File: src/rtl/door_controller.sv
// Elevator car-door controller: timed open/dwell/close strokes, obstruction
// reopen with a bounded budget and nudge close, and a sticky motion-interlock fault.
module door_controller #(
  parameter int FLOORS      = 7,
  parameter int FLOOR_W     = 3,
  parameter int OPEN_TIME   = 5,
  parameter int TRAVEL_TIME = 2,
  parameter int MAX_REOPEN  = 3
) (
  input  logic               clk,
  input  logic               reset,
  input  logic               enable,
  input  logic               moving,
  input  logic [FLOOR_W-1:0] currentFloor,
  input  logic [1:0]         currentDirection,
  input  logic [1:0]         currentFloorButton,
  input  logic [FLOORS+2:1]  internalButton,
  input  logic               obstruction,
  output logic [1:0]         doorState,
  output logic               doorClosed,
  output logic               served,
  output logic               nudge,
  output logic               fault
);

  localparam int REOPEN_W = (MAX_REOPEN < 1) ? 1 : $clog2(MAX_REOPEN + 1);
  localparam int CLOSE_B  = FLOORS + 1;
  localparam int OPEN_B   = FLOORS + 2;

  localparam logic [REOPEN_W-1:0] REOPEN_MAX = REOPEN_W'(MAX_REOPEN);
  localparam logic [31:0]         OPEN_CNT   = 32'(OPEN_TIME);
  localparam logic [31:0]         TRAVEL_CNT = 32'(TRAVEL_TIME);

  typedef enum logic [1:0] {
    CLOSED  = 2'b00,
    OPENING = 2'b01,
    OPEN    = 2'b10,
    CLOSING = 2'b11
  } doorState_t;

  doorState_t          state, stateNext;
  logic [31:0]         cnt, cntNext;
  logic [REOPEN_W-1:0] reopenCnt, reopenNext;
  logic                nudgeQ, nudgeNext;
  logic                servedQ, servedNext;
  logic                doorClosedQ;
  logic                faultQ;

  logic carCall;
  logic hallMatch;
  logic openReq;
  logic reopenReq;
  logic openB;
  logic closeB;
  logic expire;

  // Request decode: a floor value outside 1..FLOORS selects no car call
  always_comb begin
    carCall = 1'b0;
    for (int f = 1; f <= FLOORS; f++) begin
      if (currentFloor == FLOOR_W'(f)) carCall = internalButton[f];
    end
  end

  always_comb begin
    case (currentDirection)
      2'b10:   hallMatch = currentFloorButton[1];
      2'b01:   hallMatch = currentFloorButton[0];
      2'b00:   hallMatch = |currentFloorButton;
      default: hallMatch = 1'b0;
    endcase
  end

  assign openB     = internalButton[OPEN_B];
  assign closeB    = internalButton[CLOSE_B];
  assign openReq   = !moving && (carCall || hallMatch);
  assign reopenReq = openReq || openB || obstruction;
  assign expire    = (cnt <= 32'd1);

  // State register; fault is sampled every clk, everything else moves on ticks
  always_ff @(posedge clk or negedge reset) begin
    if (!reset) begin
      state       <= CLOSED;
      cnt         <= '0;
      reopenCnt   <= '0;
      nudgeQ      <= 1'b0;
      servedQ     <= 1'b0;
      doorClosedQ <= 1'b1;
      faultQ      <= 1'b0;
    end else begin
      state       <= stateNext;
      cnt         <= cntNext;
      reopenCnt   <= reopenNext;
      nudgeQ      <= nudgeNext;
      servedQ     <= servedNext;
      doorClosedQ <= (stateNext == CLOSED);
      faultQ      <= faultQ || (moving && (state != CLOSED));
    end
  end

  // Next-state logic
  always_comb begin
    stateNext  = state;
    cntNext    = cnt;
    reopenNext = reopenCnt;
    nudgeNext  = nudgeQ;
    servedNext = 1'b0;
    if (enable) begin
      case (state)
        CLOSED: begin
          if (openReq || (openB && !moving)) begin
            stateNext = OPENING;
            cntNext   = TRAVEL_CNT;
          end
        end
        OPENING: begin
          if (expire) begin
            stateNext  = OPEN;
            cntNext    = OPEN_CNT;
            servedNext = 1'b1;
          end else begin
            cntNext = cnt - 32'd1;
          end
        end
        OPEN: begin
          if (reopenReq) begin
            cntNext = OPEN_CNT;
          end else if (closeB || expire) begin
            stateNext = CLOSING;
            cntNext   = TRAVEL_CNT;
          end else begin
            cntNext = cnt - 32'd1;
          end
        end
        CLOSING: begin
          // A reopen beats the completion tick while budget remains
          if (reopenReq && (reopenCnt < REOPEN_MAX)) begin
            stateNext  = OPENING;
            cntNext    = TRAVEL_CNT;
            reopenNext = reopenCnt + REOPEN_W'(1);
          end else begin
            if (reopenReq) nudgeNext = 1'b1;
            if (expire) begin
              stateNext  = CLOSED;
              cntNext    = '0;
              reopenNext = '0;
              nudgeNext  = 1'b0;
            end else begin
              cntNext = cnt - 32'd1;
            end
          end
        end
        default: begin
          stateNext = CLOSED;
          cntNext   = '0;
        end
      endcase
    end
  end

  // Outputs are all registered
  always_comb begin
    doorState  = state;
    doorClosed = doorClosedQ;
    served     = servedQ;
    nudge      = nudgeQ;
    fault      = faultQ;
  end

endmodule

File: config.mk
export PLATFORM = sky130hd
export DESIGN_NAME = door_controller
export DESIGN_NICKNAME = d
export VERILOG_FILES = /design/src/rtl/door_controller.sv
export SDC_FILE = /design/constraint.sdc
export NUM_CORES = 1
export LEC_CHECK = 0
export ABC_AREA = 1
export ABC_CLOCK_PERIOD_IN_PS = 2300
export CORE_MARGIN = 10
export CORE_UTILIZATION = 57
export CTS_CLUSTER_SIZE = 25
export DETAILED_ROUTE_END_ITERATION = 10
export PLACE_DENSITY = 0.8
export SLEW_MARGIN = 10
export SYNTH_ARGS = -nofsm -noshare
export SYNTH_HDL_FRONTEND = slang
export SYNTH_SLANG_ARGS = --single-unit
File: constraint.sdc
create_clock -name clk -period 2.3 [get_ports clk]
set_clock_uncertainty 0.1 [all_clocks]
set_input_delay 0.46 -clock clk [delete_from_list [all_inputs] [get_ports clk]]
set_output_delay 0.46 -clock clk [all_outputs]
set_load 0.03 [all_outputs]
# == Yosys cells after proc, flatten, opt, wreduce, memory -nomap -nowiden ==
# Cells that the tools add are included.
# word_totals
out_inout_bits,6
regBits,40
word_cells,76
in_bits,21
# op_classes
bitwise_logic,1
addsub,2
reduce_logical,21
n_eq_ne,13
order_cmp,2
muxes,30
# op_table
op,n
$mux W32,6
$pmux W32 S4,1
$le A32 B1 Y1 const B,1
$sub A32 B1 Y32 const B,1
$mux W2,9
$eq A3 B3 Y1 const B,4
$mux W1,12
$pmux W2 S4,1
$eq A2 B2 Y1 const B,3
$eq A3 B2 Y1 const B,2
$logic_not A2 Y1,3
$logic_or A1 B1 Y1,6
$reduce_bool A2 Y1,3
$eq A2 B1 Y1 const B,2
$logic_and A1 B1 Y1,4
$reduce_and A4 Y1,1
$eq A3 B1 Y1 const B,1
$pmux W1 S3,1
$reduce_and A3 Y1,1
$add A2 B1 Y2 const B,1
$lt A2 B2 Y1 const B,1
$ne A2 B2 Y1 const B,1
$reduce_and A2 Y1,1
$reduce_or A2 Y1,1
other kinds (2),2

# == Depth between registers and ports, before layout ==
# Gate-level depths: netlist of the first run.
# depth
word_depth,17
mapped_depth,15
mapped_depth_nobuf,15

# == Worst setup path before layout of the first run ==
# Ideal clock, no wire load.
# synth_timing
path_type,reg2reg
startpoint,reg cnt[0]
endpoint,reg cnt[10]
setup_ps,118
setup_slack_ps,274
path_stages_with_launch,14
required_time_ps,2082
synth_period_minus_slack_ps,2026
path_buffers,2
t_arrival_ps,1808
path_cell_list,dfrtp_1 -> inv_1 -> ha_1 -> nand2_1 -> nor2_2 -> nand4_4 -> nand2_2 -> nand2_2 -> nand2_1 -> o22ai_2 -> buf_6 -> buf_6 -> nand3_1 -> nand2_1
# synth_between
elab_chain_cells,5
elab_cells_between_ends,9
cone_classes,1 x add/sub; 1 x order compare; 6 x mux; 1 x reduce/logical
# synth_rtl
item,line_no,rtl
start: declaration,42,"logic [31:0] cnt, cntNext;"
start signal: assignment,92,cnt <= cntNext;
$le A32 B1 Y1,78,assign expire = (cnt <= 32'd1);
$logic_or A1 B1 Y1,128,end else if (closeB || expire) begin
$mux W32,128,
$mux W32,126,if (reopenReq) begin
$pmux W32 S4 (*),109,case (state)
# Mark *: on every way between the ends. The rest lies on a longest branch, timed or not.
# A chain may end at the register's enable or synchronous reset.

# == Worst setup path in the final report of the first run ==
# layout_timing
startpoint,in currentFloor[0]
endpoint,reg cnt[26]
# layout_between
elab_chain_cells,15
elab_cells_between_ends,25
cone_classes,8 x eq/ne; 10 x mux; 7 x reduce/logical
# layout_rtl
item,line_no,rtl
start: declaration,14,"input logic [FLOOR_W-1:0] currentFloor,"
$eq A3 B1 Y1,61,if (currentFloor == FLOOR_W'(f)) carCall = internalButton[f];
$mux W1 (6 in a row),61,
$mux W1 (*),61,
$logic_or A1 B1 Y1 (*),76,assign openReq = !moving && (carCall || hallMatch);
$logic_and A1 B1 Y1 (*),76,
$logic_or A1 B1 Y1 (2 in a row),77,assign reopenReq = openReq || openB || obstruction;
$logic_and A1 B1 Y1,137,if (reopenReq && (reopenCnt < REOPEN_MAX)) begin
$mux W32,137,
$pmux W32 S4,109,
# Marks and branches as above.

==> impl_metrics.env, run 1 <==
export IMPL_status="completed"
export IMPL_final_period_minus_worst_setup_slack_ns=2.192
export IMPL_route_antenna_remaining_nets=0
export IMPL_min_period_over_period=0.9529
export IMPL_fin_total_pwr_mw=5.644
export IMPL_net_count_of_the_mapped_netlist=416
export IMPL_critical_path_class="input pin to flip-flop"
export IMPL_area_growth_pct=21.42
export IMPL_final_max_slew_violation_count=0
export IMPL_rows=25
export IMPL_worst_hold_path_type="input pin to async pin"
export IMPL_synth_seq_cells=40
export IMPL_timing_critical_path_from_type="input pin"
export IMPL_unique_cell_type_count_in_the_yosys_netlist=36
export IMPL_filler_cell_count=364
export IMPL_grt_ovfl_total=0
export IMPL_share_clk_of_total_power=0.115
export IMPL_clock_sinks=40
export IMPL_cts_hold_fix_buffers=0
export IMPL_clock_tree_buffer_depth=2
export IMPL_power_switching_share=0.4982
export IMPL_detail_route_drc_violations=0
export IMPL_power_density_cell_area_nw_per_um2=1689
export IMPL_power_frac_comb=0.663
export IMPL_crit_fanout=7
export IMPL_timing_slew_headroom=0.6460
export IMPL_pin_count_of_the_biggest_net_entering_global_routing=41
export IMPL_cts_max_level=2
export IMPL_power_sequential_fraction=0.223
export IMPL_number_of_global_route_vias_before_repair=2471
export IMPL_setup_violations_final=0
export IMPL_synth_sequential_area_ratio=0.3643
export IMPL_cts_buffers_inserted=5
export IMPL_grt_first_pass_wirelength_mm=11.07
export IMPL_die_w_um=89.48
export IMPL_drtIter0Drc=151
export IMPL_post_route_cells_drive_above_1_share=0.1299
export IMPL_number_of_flops_mapped_to_enable_cells_by_yosys=0
export IMPL_ir_worst_vdd_v=0.0008948
export IMPL_grt_antenna_before_repair=0
export IMPL_placed_cells=474
export IMPL_post_synth_instance_area_um2=2751
export IMPL_clock_insertion_delay_worst_skew_ns=0.30
export IMPL_kind_of_capture_point_of_the_worst_setup_path="flip-flop"
export IMPL_i_o_pin_total=27
export IMPL_port_buffers=26
export IMPL_netlist_instances=392
export IMPL_pre_cts_ws_ns=-0.1585
export IMPL_dpl_hpwl_mm=4.532
export IMPL_initial_utilization=0.5864
export IMPL_power_switching_mw=2.811
export IMPL_leak_nw=1.783
export IMPL_num_antenna_cells=0
export IMPL_max_cap_violations=0
export IMPL_p_int_mw=2.832
export IMPL_first_pass_iters=4
export IMPL_final_setup_slack_of_the_worst_path_ns=0.1083
export IMPL_tritoncts="built"
export IMPL_post_synth_cell_area_avg_um2=7.019
export IMPL_critical_path_arrival_ns=2.32
export IMPL_routed_wl_mm=6.963
export IMPL_gpl_final_weighted_congestion=0.8754
export IMPL_ctsResizeCount=0
export IMPL_clock_transition_at_the_register_clock_pins_on_the_worst_setup_and_hold_paths_after_cts_ns=0.08
export IMPL_crit_required_ns=2.43
export IMPL_finish_net_count=454
export IMPL_final_cells=485
export IMPL_leading_register_cell_type_out_of_synthesis="sky130_fd_sc_hd__dfrtp_1"
export IMPL_post_cts_setup_buffers=0
export IMPL_wl_per_cell_um=14.36
export IMPL_core_region_area_um2=4692
export IMPL_clk_root_buffer_cell="sky130_fd_sc_hd__clkbuf_8"
export IMPL_async_flop_share=1.000
export IMPL_routed_via_density=5.452
export IMPL_highest_clock_rate_mhz=456.3
export IMPL_combined_global_route_utilization_of_all_metal_layers=0.1755
export IMPL_slew_at_the_pin_closest_to_its_max_slew_limit_ns=0.5309
export IMPL_fp_dieArea_um2=8006
export IMPL_vias=2644
export IMPL_hold_viol=0
export IMPL_number_of_synthesis_warnings=0
export IMPL_fp_dieH_um=89.48
-- layout by cell type (no fill, tap or decap), types with 2 or more instances in the layout --
cell,count
sky130_fd_sc_hd__buf_4,8
sky130_fd_sc_hd__ha_1,2
sky130_fd_sc_hd__nor3_1,5
sky130_fd_sc_hd__nor2_1,52
sky130_fd_sc_hd__clkbuf_16,2
sky130_fd_sc_hd__xor2_1,18
sky130_fd_sc_hd__inv_2,5
sky130_fd_sc_hd__clkbuf_8,7
sky130_fd_sc_hd__nand3_1,35
sky130_fd_sc_hd__o21ai_0,7
sky130_fd_sc_hd__nand4_1,10
sky130_fd_sc_hd__nand2_1,122
sky130_fd_sc_hd__o22ai_1,2
sky130_fd_sc_hd__nor2_2,7
sky130_fd_sc_hd__dfrtp_1,39
sky130_fd_sc_hd__nand3_2,2
sky130_fd_sc_hd__nor2_4,3
sky130_fd_sc_hd__xnor2_1,9
sky130_fd_sc_hd__clkdlybuf4s50_1,24
sky130_fd_sc_hd__nand2_2,6
sky130_fd_sc_hd__o21ai_1,5
sky130_fd_sc_hd__inv_1,37
sky130_fd_sc_hd__nor4_1,3
sky130_fd_sc_hd__buf_12,2
sky130_fd_sc_hd__nand2_4,2
-- worst max-delay path, cell delays in order --
cell and delay (ns):
sky130_fd_sc_hd__clkdlybuf4s50_1 0.49, sky130_fd_sc_hd__inv_1 0.07, sky130_fd_sc_hd__nand3_1 0.08, sky130_fd_sc_hd__nand2_1 0.05, sky130_fd_sc_hd__nand2_1 0.05, sky130_fd_sc_hd__nand3_1 0.08
sky130_fd_sc_hd__nand2_2 0.10, sky130_fd_sc_hd__nand2_4 0.07, sky130_fd_sc_hd__inv_2 0.08, sky130_fd_sc_hd__nand2_2 0.07, sky130_fd_sc_hd__o22ai_4 0.34, sky130_fd_sc_hd__clkbuf_16 0.23
sky130_fd_sc_hd__nand2_1 0.06, sky130_fd_sc_hd__o21ai_1 0.07
-- layer usage --
metal | track usage | vias up | share of wire
met1 | 0.2060 | 1234 | 0.42
met4 | 0.07225 | 0 | 0.019
met3 | 0.03373 | 15 | 0.048
li1 | - | 1323 | -
met2 | 0.3050 | 72 | 0.51
met5 | 0 | - | 0
-- worst paths after layout --
kind                                    start                   end  slack [ns]  cells past startpoint
hold / removal                          reset   cnt[22]$_DFFE_PN0P_        0.11                      2
hold reg to reg               fault$_DFF_PN0_       fault$_DFF_PN0_        0.39                      1
setup reg to reg           cnt[1]$_DFFE_PN0P_   cnt[16]$_DFFE_PN0P_        0.11                     12
min in group clk              fault$_DFF_PN0_       fault$_DFF_PN0_        0.39                      1
setup / recovery              currentFloor[0]   cnt[26]$_DFFE_PN0P_        0.11                     14
max in group asynchronous               reset  doorClosed$_DFF_PN1_        1.60                      2
-- Yosys cell counts, types with 2 or more instances --
cell | count | area [um2]
sky130_fd_sc_hd__nand2_2 | 5 | 31.28
sky130_fd_sc_hd__nor3_1 | 5 | 25.02
sky130_fd_sc_hd__o21ai_0 | 8 | 40.04
sky130_fd_sc_hd__o22ai_1 | 2 | 12.51
sky130_fd_sc_hd__xor2_1 | 18 | 157.7
sky130_fd_sc_hd__nand4_1 | 10 | 62.56
sky130_fd_sc_hd__o21ai_1 | 4 | 20.02
sky130_fd_sc_hd__nor2_2 | 7 | 43.79
sky130_fd_sc_hd__nor4_1 | 3 | 18.77
sky130_fd_sc_hd__dfrtp_1 | 39 | 975.9
sky130_fd_sc_hd__inv_1 | 37 | 138.9
sky130_fd_sc_hd__buf_6 | 2 | 22.52
sky130_fd_sc_hd__clkbuf_1 | 3 | 11.26
sky130_fd_sc_hd__buf_2 | 2 | 10.01
sky130_fd_sc_hd__nor2_4 | 2 | 22.52
sky130_fd_sc_hd__ha_1 | 3 | 37.54
sky130_fd_sc_hd__nand3_2 | 2 | 20.02
sky130_fd_sc_hd__xnor2_1 | 9 | 78.83
sky130_fd_sc_hd__nand3_1 | 35 | 175.2
sky130_fd_sc_hd__nand2_1 | 124 | 465.5
sky130_fd_sc_hd__nor2_1 | 53 | 198.9
sky130_fd_sc_hd__inv_2 | 5 | 18.77
-- layout make-up --
type / instances / area (um2) / share of cell area
multi-input cells: 302 / 1568 / 0.4693
flip-flops and latches: 40 / 1002 / 0.3000
repair buffers: 39 / 419.2 / 0.1255
inverters: 42 / 157.7 / 0.04719
clock buffers: 7 / 96.34 / 0.02884
well taps: 54 / 67.56 / 0.02022
clock inverters: 1 / 30.03 / 0.008989
-- cell families after synthesis --
| logic type | share of synthesized area |
|---|---|
| and+or+nand+nor | 0.4156 |
| buffers and inverters | 0.07594 |
| DFF | 0.3643 |
| xor gates and xnor gates | 0.08595 |
| AOI/OAI and AO/OA | 0.04457 |
| adders and majority gates | 0.01364 |
-- power by group through the flow --
stage	registers, mW	logic, mW	clock network [mW]
floorplan	1.23	2.34	0
global placement	1.25	3.24	0
detailed placement	1.26	3.32	0
CTS	1.25	3.36	0.654
global route	1.29	4.12	0.674
finish	1.26	3.74	0.647
-- sequential cells by signal (all words and copies together) (netlist names) --
signal	flops
nudge	1
doorClosed	1
fault	1
reopenCnt	2
doorState	2
cnt	32
served	1
-- through the flow --
| stage | area (um2) | hold WS, ns | TNS, ns | util |
|---|---|---|---|---|
| after detailed placement | 3123 | 0.3705 | -3.796 | 0.6656 |
| final | 3341 | 0.1143 | 0 | 0.7120 |
| after floorplan | 2751 | 0.06441 | 0 | - |
| after global routing | 3341 | 0.1625 | -0.05217 | 0.7120 |
| after CTS | 3249 | 0.1327 | 0 | 0.6925 |
| after global placement | 3123 | 0.3623 | -0.6554 | 0.6656 |
No activity file was read; power rests on OpenSTA's default activity.
==> run 2, diff against run 1 <==
--- a/config.mk
+++ b/config.mk
@@ -7,12 +7,11 @@
 export LEC_CHECK = 0
 export ABC_AREA = 1
 export ABC_CLOCK_PERIOD_IN_PS = 2300
-export CORE_MARGIN = 10
 export CORE_UTILIZATION = 57
 export CTS_CLUSTER_SIZE = 25
 export DETAILED_ROUTE_END_ITERATION = 10
 export PLACE_DENSITY = 0.8
-export SLEW_MARGIN = 10
+export SLEW_MARGIN = 15
 export SYNTH_ARGS = -nofsm -noshare
 export SYNTH_HDL_FRONTEND = slang
 export SYNTH_SLANG_ARGS = --single-unit
==> impl_metrics.env, run 2 (synthesized netlist as in run 1, its figures left out) <==
export IMPL_status="completed"
export IMPL_final_max_slew_violation_count=0
export IMPL_core_region_area_um2=4504
export IMPL_largest_reg_flops=32
export IMPL_first_pass_iters=4
export IMPL_clock_insertion_delay_worst_skew_ns=0.30
export IMPL_rows=24
export IMPL_worst_hold_path_type="input pin to async pin"
export IMPL_power_switching_share=0.5012
export IMPL_cts_buffers_inserted=5
export IMPL_ir_worst_vdd_v=0.0008491
export IMPL_power_frac_comb=0.643
export IMPL_highest_clock_rate_mhz=467.7
export IMPL_fin_setup_tns_ns=0
export IMPL_cp_num_buf_inv=3
export IMPL_cp_common_cell="sky130_fd_sc_hd__nand2_1"
export IMPL_die_w_um=71.48
export IMPL_dpl_hpwl_mm=4.388
export IMPL_drtIter0Drc=105
export IMPL_kind_of_capture_point_of_the_worst_setup_path="flip-flop"
export IMPL_routed_wl_mm=6.202
export IMPL_power_sequential_fraction=0.237
export IMPL_critical_path_slowest_cell="sky130_fd_sc_hd__clkdlybuf4s50_1"
export IMPL_number_of_global_route_vias_before_repair=2662
export IMPL_fp_dieH_um=71.48
export IMPL_crit_fanout=29
export IMPL_slew_at_the_pin_closest_to_its_max_slew_limit_ns=0.5114
export IMPL_rr_endpoint="cnt[19]$_DFFE_PN0P_"
export IMPL_num_antenna_cells=0
export IMPL_grt_ovfl_total=0
export IMPL_routed_via_density=5.441
export IMPL_fp_dieArea_um2=5109
export IMPL_top_register="cnt"
export IMPL_mostFrequentLayoutCell="sky130_fd_sc_hd__nand2_1"
export IMPL_power_switching_mw=2.642
export IMPL_grt_antenna_before_repair=0
export IMPL_timing_slew_headroom=0.6590
export IMPL_timing_critical_path_from_type="input pin"
export IMPL_grt_setup_unrepaired="false"
export IMPL_tritoncts="built"
export IMPL_r2r_cells=12
export IMPL_setup_violations_final=0
export IMPL_vias=2606
export IMPL_p_int_mw=2.629
export IMPL_final_period_minus_worst_setup_slack_ns=2.138
export IMPL_timing_rr_start="cnt[1]$_DFFE_PN0P_"
export IMPL_r2r_slack_ns=0.17
export IMPL_combined_global_route_utilization_of_all_metal_layers=0.2799
export IMPL_pre_cts_ws_ns=-0.1287
export IMPL_clock_sinks=40
export IMPL_final_cells=479
export IMPL_cts_hold_fix_buffers=0
export IMPL_post_route_util=0.7233
export IMPL_critical_path_top_delay_family="buffers and inverters"
export IMPL_critical_path_arrival_ns=2.26
export IMPL_crit_chain="clkdlybuf4s50_1, nand2_1, nand3_1, nand2_1, nand2_1, nand3_1, nand2_2, nand2_4, inv_2, nand2_1, o22ai_2, buf_12, nand2_1, o21ai_1"
export IMPL_critical_path_class="input pin to flip-flop"
export IMPL_share_clk_of_total_power=0.120
export IMPL_hold_viol=0
export IMPL_most_common_layout_cells="sky130_fd_sc_hd__nand2_1 (124), sky130_fd_sc_hd__nor2_1 (52), sky130_fd_sc_hd__dfrtp_1 (39)"
export IMPL_final_setup_slack_of_the_worst_path_ns=0.1621
export IMPL_area_growth_pct=18.42
export IMPL_power_density_cell_area_nw_per_um2=1618
export IMPL_cts_max_level=2
export IMPL_min_period_over_period=0.9295
export IMPL_path_depth=14
export IMPL_placed_cells=471
export IMPL_route_antenna_remaining_nets=0
export IMPL_gpl_final_weighted_congestion=0.8288
export IMPL_max_cap_violations=0
export IMPL_leak_nw=1.736
export IMPL_wl_per_cell_um=12.95
export IMPL_clock_transition_at_the_register_clock_pins_on_the_worst_setup_and_hold_paths_after_cts_ns=0.08
export IMPL_initial_utilization=0.6108
export IMPL_post_route_cells_drive_above_1_share=0.1171
export IMPL_pin_count_of_the_biggest_net_entering_global_routing=41
export IMPL_grt_first_pass_wirelength_mm=11.31
export IMPL_detail_route_drc_violations=0
export IMPL_port_buffers=26
export IMPL_finish_net_count=450
export IMPL_clk_root_buffer_cell="sky130_fd_sc_hd__clkbuf_8"
export IMPL_crit_required_ns=2.42
export IMPL_critical_path_max_stage_delay_ns=0.56
export IMPL_i_o_pin_total=27
export IMPL_clock_tree_buffer_depth=2
-- run 2: changes by cell type in the layout (fill, tap and decap cells not counted), sizes merged --
| cell | change |
|---|---|
| clkdlybuf4s50 | +1 |
| dlymetal6s2s | -1 |
| buf | -2 |
| clkbuf | -2 |
-- run 2: final cells by class --
type / instances / area [um2]
well taps: 52 / 65.06
repair buffers: 35 / 347.8
fillers: 368 / 1246
multi-input cells: 302 / 1559
clock buffers: 7 / 96.34
clock inverters: 1 / 30.03
flip-flops and latches: 40 / 1002
inverters: 42 / 157.7
-- run 2: metrics by stage --
| step | hold WS (ns) | power [mW] | cell area [um2] |
|---|---|---|---|
| 2_1_floorplan | 0.06441 | 3.565 | 2751 |
| 5_1_grt | 0.1560 | 5.779 | 3258 |
| 6_report | 0.1142 | 5.271 | 3258 |
| 3_5_place_dp | 0.3885 | 4.551 | 3113 |
| 3_3_place_gp | 0.3694 | 4.469 | 3113 |
| 4_1_cts | 0.1346 | 5.226 | 3239 |
-- run 2: per-layer routing --
| layer | GRT usage | up-vias | routed length (um) |
|---|---|---|---|
| met3 | 0.06188 | 11 | 343 |
| met5 | 0 | - | 0 |
| met1 | 0.3415 | 1211 | 2646 |
| li1 | - | 1304 | - |
| met4 | 0.1155 | 0 | 98 |
| met2 | 0.4815 | 80 | 3114 |
-- run 2: worst max-delay path by stage --
stage	start	endpoint	slack (ns)
2_1_floorplan	cnt[0]$_DFFE_PN0P_	cnt[10]$_DFFE_PN0P_	0.27
3_3_place_gp	currentFloor[2]	cnt[6]$_DFFE_PN0P_	-0.02
3_5_place_dp	currentFloor[2]	cnt[31]$_DFFE_PN0P_	-0.13
4_1_cts	cnt[1]$_DFFE_PN0P_	cnt[19]$_DFFE_PN0P_	0.07
5_1_grt	currentFloor[2]	cnt[21]$_DFFE_PN0P_	0.002
6_report	currentFloor[2]	cnt[26]$_DFFE_PN0P_	0.16
-- run 2: what timing repair did --
action / CTS / global route
endpoints found under the setup margin: 0 / 30
gates resized for setup: 0 / 4
setup buffers: 0 / 0
-- run 2: power by group through the flow --
| stage | sequential, mW | combinational, mW | clock [mW] |
|---|---|---|---|
| 2_1_floorplan | 1.23 | 2.34 | 0 |
| 3_3_place_gp | 1.25 | 3.22 | 0 |
| 3_5_place_dp | 1.26 | 3.29 | 0 |
| 4_1_cts | 1.25 | 3.33 | 0.644 |
| 5_1_grt | 1.29 | 3.80 | 0.685 |
| 6_report | 1.25 | 3.39 | 0.631 |
==> run 3, diff against run 2 <==
--- a/config.mk
+++ b/config.mk
@@ -10,6 +10,7 @@
 export CORE_UTILIZATION = 57
 export CTS_CLUSTER_SIZE = 25
 export DETAILED_ROUTE_END_ITERATION = 10
+export GPL_TIMING_DRIVEN = 0
 export PLACE_DENSITY = 0.8
 export SLEW_MARGIN = 15
 export SYNTH_ARGS = -nofsm -noshare
==> impl_metrics.env, run 3 (synthesized netlist as in run 1, its figures left out) <==
export IMPL_post_route_util=0.7322
export IMPL_clock_transition_at_the_register_clock_pins_on_the_worst_setup_and_hold_paths_after_cts_ns=0.08
export IMPL_crit_required_ns=2.43
export IMPL_highest_clock_rate_mhz=462.8
export IMPL_setup_violations_final=0
export IMPL_vias=2555
export IMPL_clk_root_buffer_cell="sky130_fd_sc_hd__clkbuf_8"
export IMPL_top_register="cnt"
export IMPL_core_region_area_um2=4504
export IMPL_fp_dieArea_um2=5109
export IMPL_worst_hold_path_type="input pin to async pin"
export IMPL_rows=24
export IMPL_route_antenna_remaining_nets=0
export IMPL_cts_hold_fix_buffers=0
export IMPL_tritoncts="built"
export IMPL_max_cap_violations=0
export IMPL_hold_viol=0
export IMPL_final_period_minus_worst_setup_slack_ns=2.161
export IMPL_ff_latch_area_um2=1003
export IMPL_number_of_global_route_vias_before_repair=2436
export IMPL_combined_global_route_utilization_of_all_metal_layers=0.2578
export IMPL_mostFrequentLayoutCell="sky130_fd_sc_hd__nand2_1"
export IMPL_placed_cell_area_um2=3099
export IMPL_wl_per_cell_um=12.75
export IMPL_clock_sinks=40
export IMPL_timing_critical_path_from_type="input pin"
export IMPL_post_route_cells_drive_above_1_share=0.1290
export IMPL_fp_dieH_um=71.48
export IMPL_grt_setup_unrepaired="true"
export IMPL_cts_max_level=2
export IMPL_routed_wl_mm=6.195
export IMPL_detail_route_drc_violations=0
export IMPL_i_o_pin_total=27
export IMPL_min_period_over_period=0.9394
export IMPL_largest_reg_flops=32
export IMPL_die_w_um=71.48
export IMPL_multi_input_comb_area_um2=1555
export IMPL_port_buffers=26
export IMPL_finish_net_count=457
export IMPL_most_common_layout_cells="sky130_fd_sc_hd__nand2_1 (124), sky130_fd_sc_hd__nor2_1 (52), sky130_fd_sc_hd__dfrtp_1 (38)"
export IMPL_grt_ovfl_total=0
export IMPL_timing_slew_headroom=0.6678
export IMPL_num_antenna_cells=0
export IMPL_final_max_slew_violation_count=0
export IMPL_slew_at_the_pin_closest_to_its_max_slew_limit_ns=0.4983
export IMPL_clock_insertion_delay_worst_skew_ns=0.29
export IMPL_dpl_hpwl_mm=4.592
export IMPL_pin_count_of_the_biggest_net_entering_global_routing=22
export IMPL_ir_worst_vdd_v=0.0009935
export IMPL_grt_first_pass_wirelength_mm=10.51
export IMPL_first_pass_iters=5
export IMPL_area_growth_pct=19.87
export IMPL_critical_path_class="input pin to flip-flop"
export IMPL_cts_buffers_inserted=5
export IMPL_drtIter0Drc=141
export IMPL_filler_cell_count=347
export IMPL_gpl_final_weighted_congestion=0.8962
export IMPL_crit_fanout=10
export IMPL_routed_via_density=5.257
export IMPL_fin_total_pwr_mw=5.022
export IMPL_initial_utilization=0.6108
export IMPL_critical_path_arrival_ns=2.29
export IMPL_power_density_cell_area_nw_per_um2=1523
export IMPL_final_cells=486
export IMPL_layout_cell_area_non_filler_um2=3298
export IMPL_status="completed"
export IMPL_fin_setup_tns_ns=0
export IMPL_kind_of_capture_point_of_the_worst_setup_path="flip-flop"
export IMPL_clock_tree_buffer_depth=2
export IMPL_placed_cells=471
export IMPL_grt_antenna_before_repair=0
export IMPL_leak_nw=1.766
## run 3: layout make-up
| class | count | share of cell area |
|---|---|---|
| Multi-Input combinational cell | 302 | 0.4715 |
| Clock buffer | 5 | 0.02086 |
| Buffer | 8 | 0.01669 |
| Sequential cell | 40 | 0.3042 |
| Tap cell | 52 | 0.01973 |
| Inverter | 42 | 0.04780 |
| Timing Repair Buffer | 34 | 0.1062 |
| Clock inverter | 3 | 0.01290 |
## run 3: repair_timing
action / CTS / global route
endpoints found under the setup margin: 10 / 32
gates cloned: 0 / 0
endpoints found under the hold margin: 0 / 0
pin swaps: 0 / 2
buffers inserted: 0 / 7
resized for setup: 1 / 8
## run 3: metal layers
layer | vias to the layer above | share of wire | global-route usage
met5 | - | 0 | 0
met4 | 0 | 0.012 | 0.09150
met3 | 7 | 0.038 | 0.03657
met2 | 54 | 0.48 | 0.4392
met1 | 1173 | 0.47 | 0.3376
li1 | 1321 | - | -
## run 3: metrics by stage
step | worst slack, ns | hold WS [ns]
finish | 0.1393 | 0.02608
global route | -0.004945 | 0.05428
CTS | 0.01764 | 0.03637
detailed placement | -0.2731 | 0.3616
global placement | -0.3191 | 0.3611
floorplan | 0.2738 | 0.06441
## run 3: report_power, final
group	switching [mW]	internal [mW]	leakage [nW]
clock network	0.254	0.321	0.0541
logic	1.94	1.30	1.18
registers	0.268	0.941	0.533
## run 3: path summary, 6_finish.rpt
path / depth (start not counted) / endpoint / start / slack [ns]
max: 8 / cnt[24]$_DFFE_PN0P_ / enable / 0.14
min: 1 / cnt[23]$_DFFE_PN0P_ / reset / 0.03
max reg2reg: 13 / cnt[27]$_DFFE_PN0P_ / cnt[0]$_DFFE_PN0P_ / 0.18
min reg2reg: 1 / fault$_DFF_PN0_ / fault$_DFF_PN0_ / 0.38
max in group asynchronous: 2 / doorClosed$_DFF_PN1_ / reset / 1.53
min in group clk: 1 / fault$_DFF_PN0_ / fault$_DFF_PN0_ / 0.38
## run 3: worst max-delay path: stages
cell,delay (ns)
sky130_fd_sc_hd__clkdlybuf4s50_1,0.54
sky130_fd_sc_hd__inv_1,0.12
sky130_fd_sc_hd__nor2_2,0.42
sky130_fd_sc_hd__inv_1,0.17
sky130_fd_sc_hd__clkbuf_1,0.28
sky130_fd_sc_hd__nor2_1,0.17
sky130_fd_sc_hd__nand2_1,0.07
sky130_fd_sc_hd__nand2_1,0.05
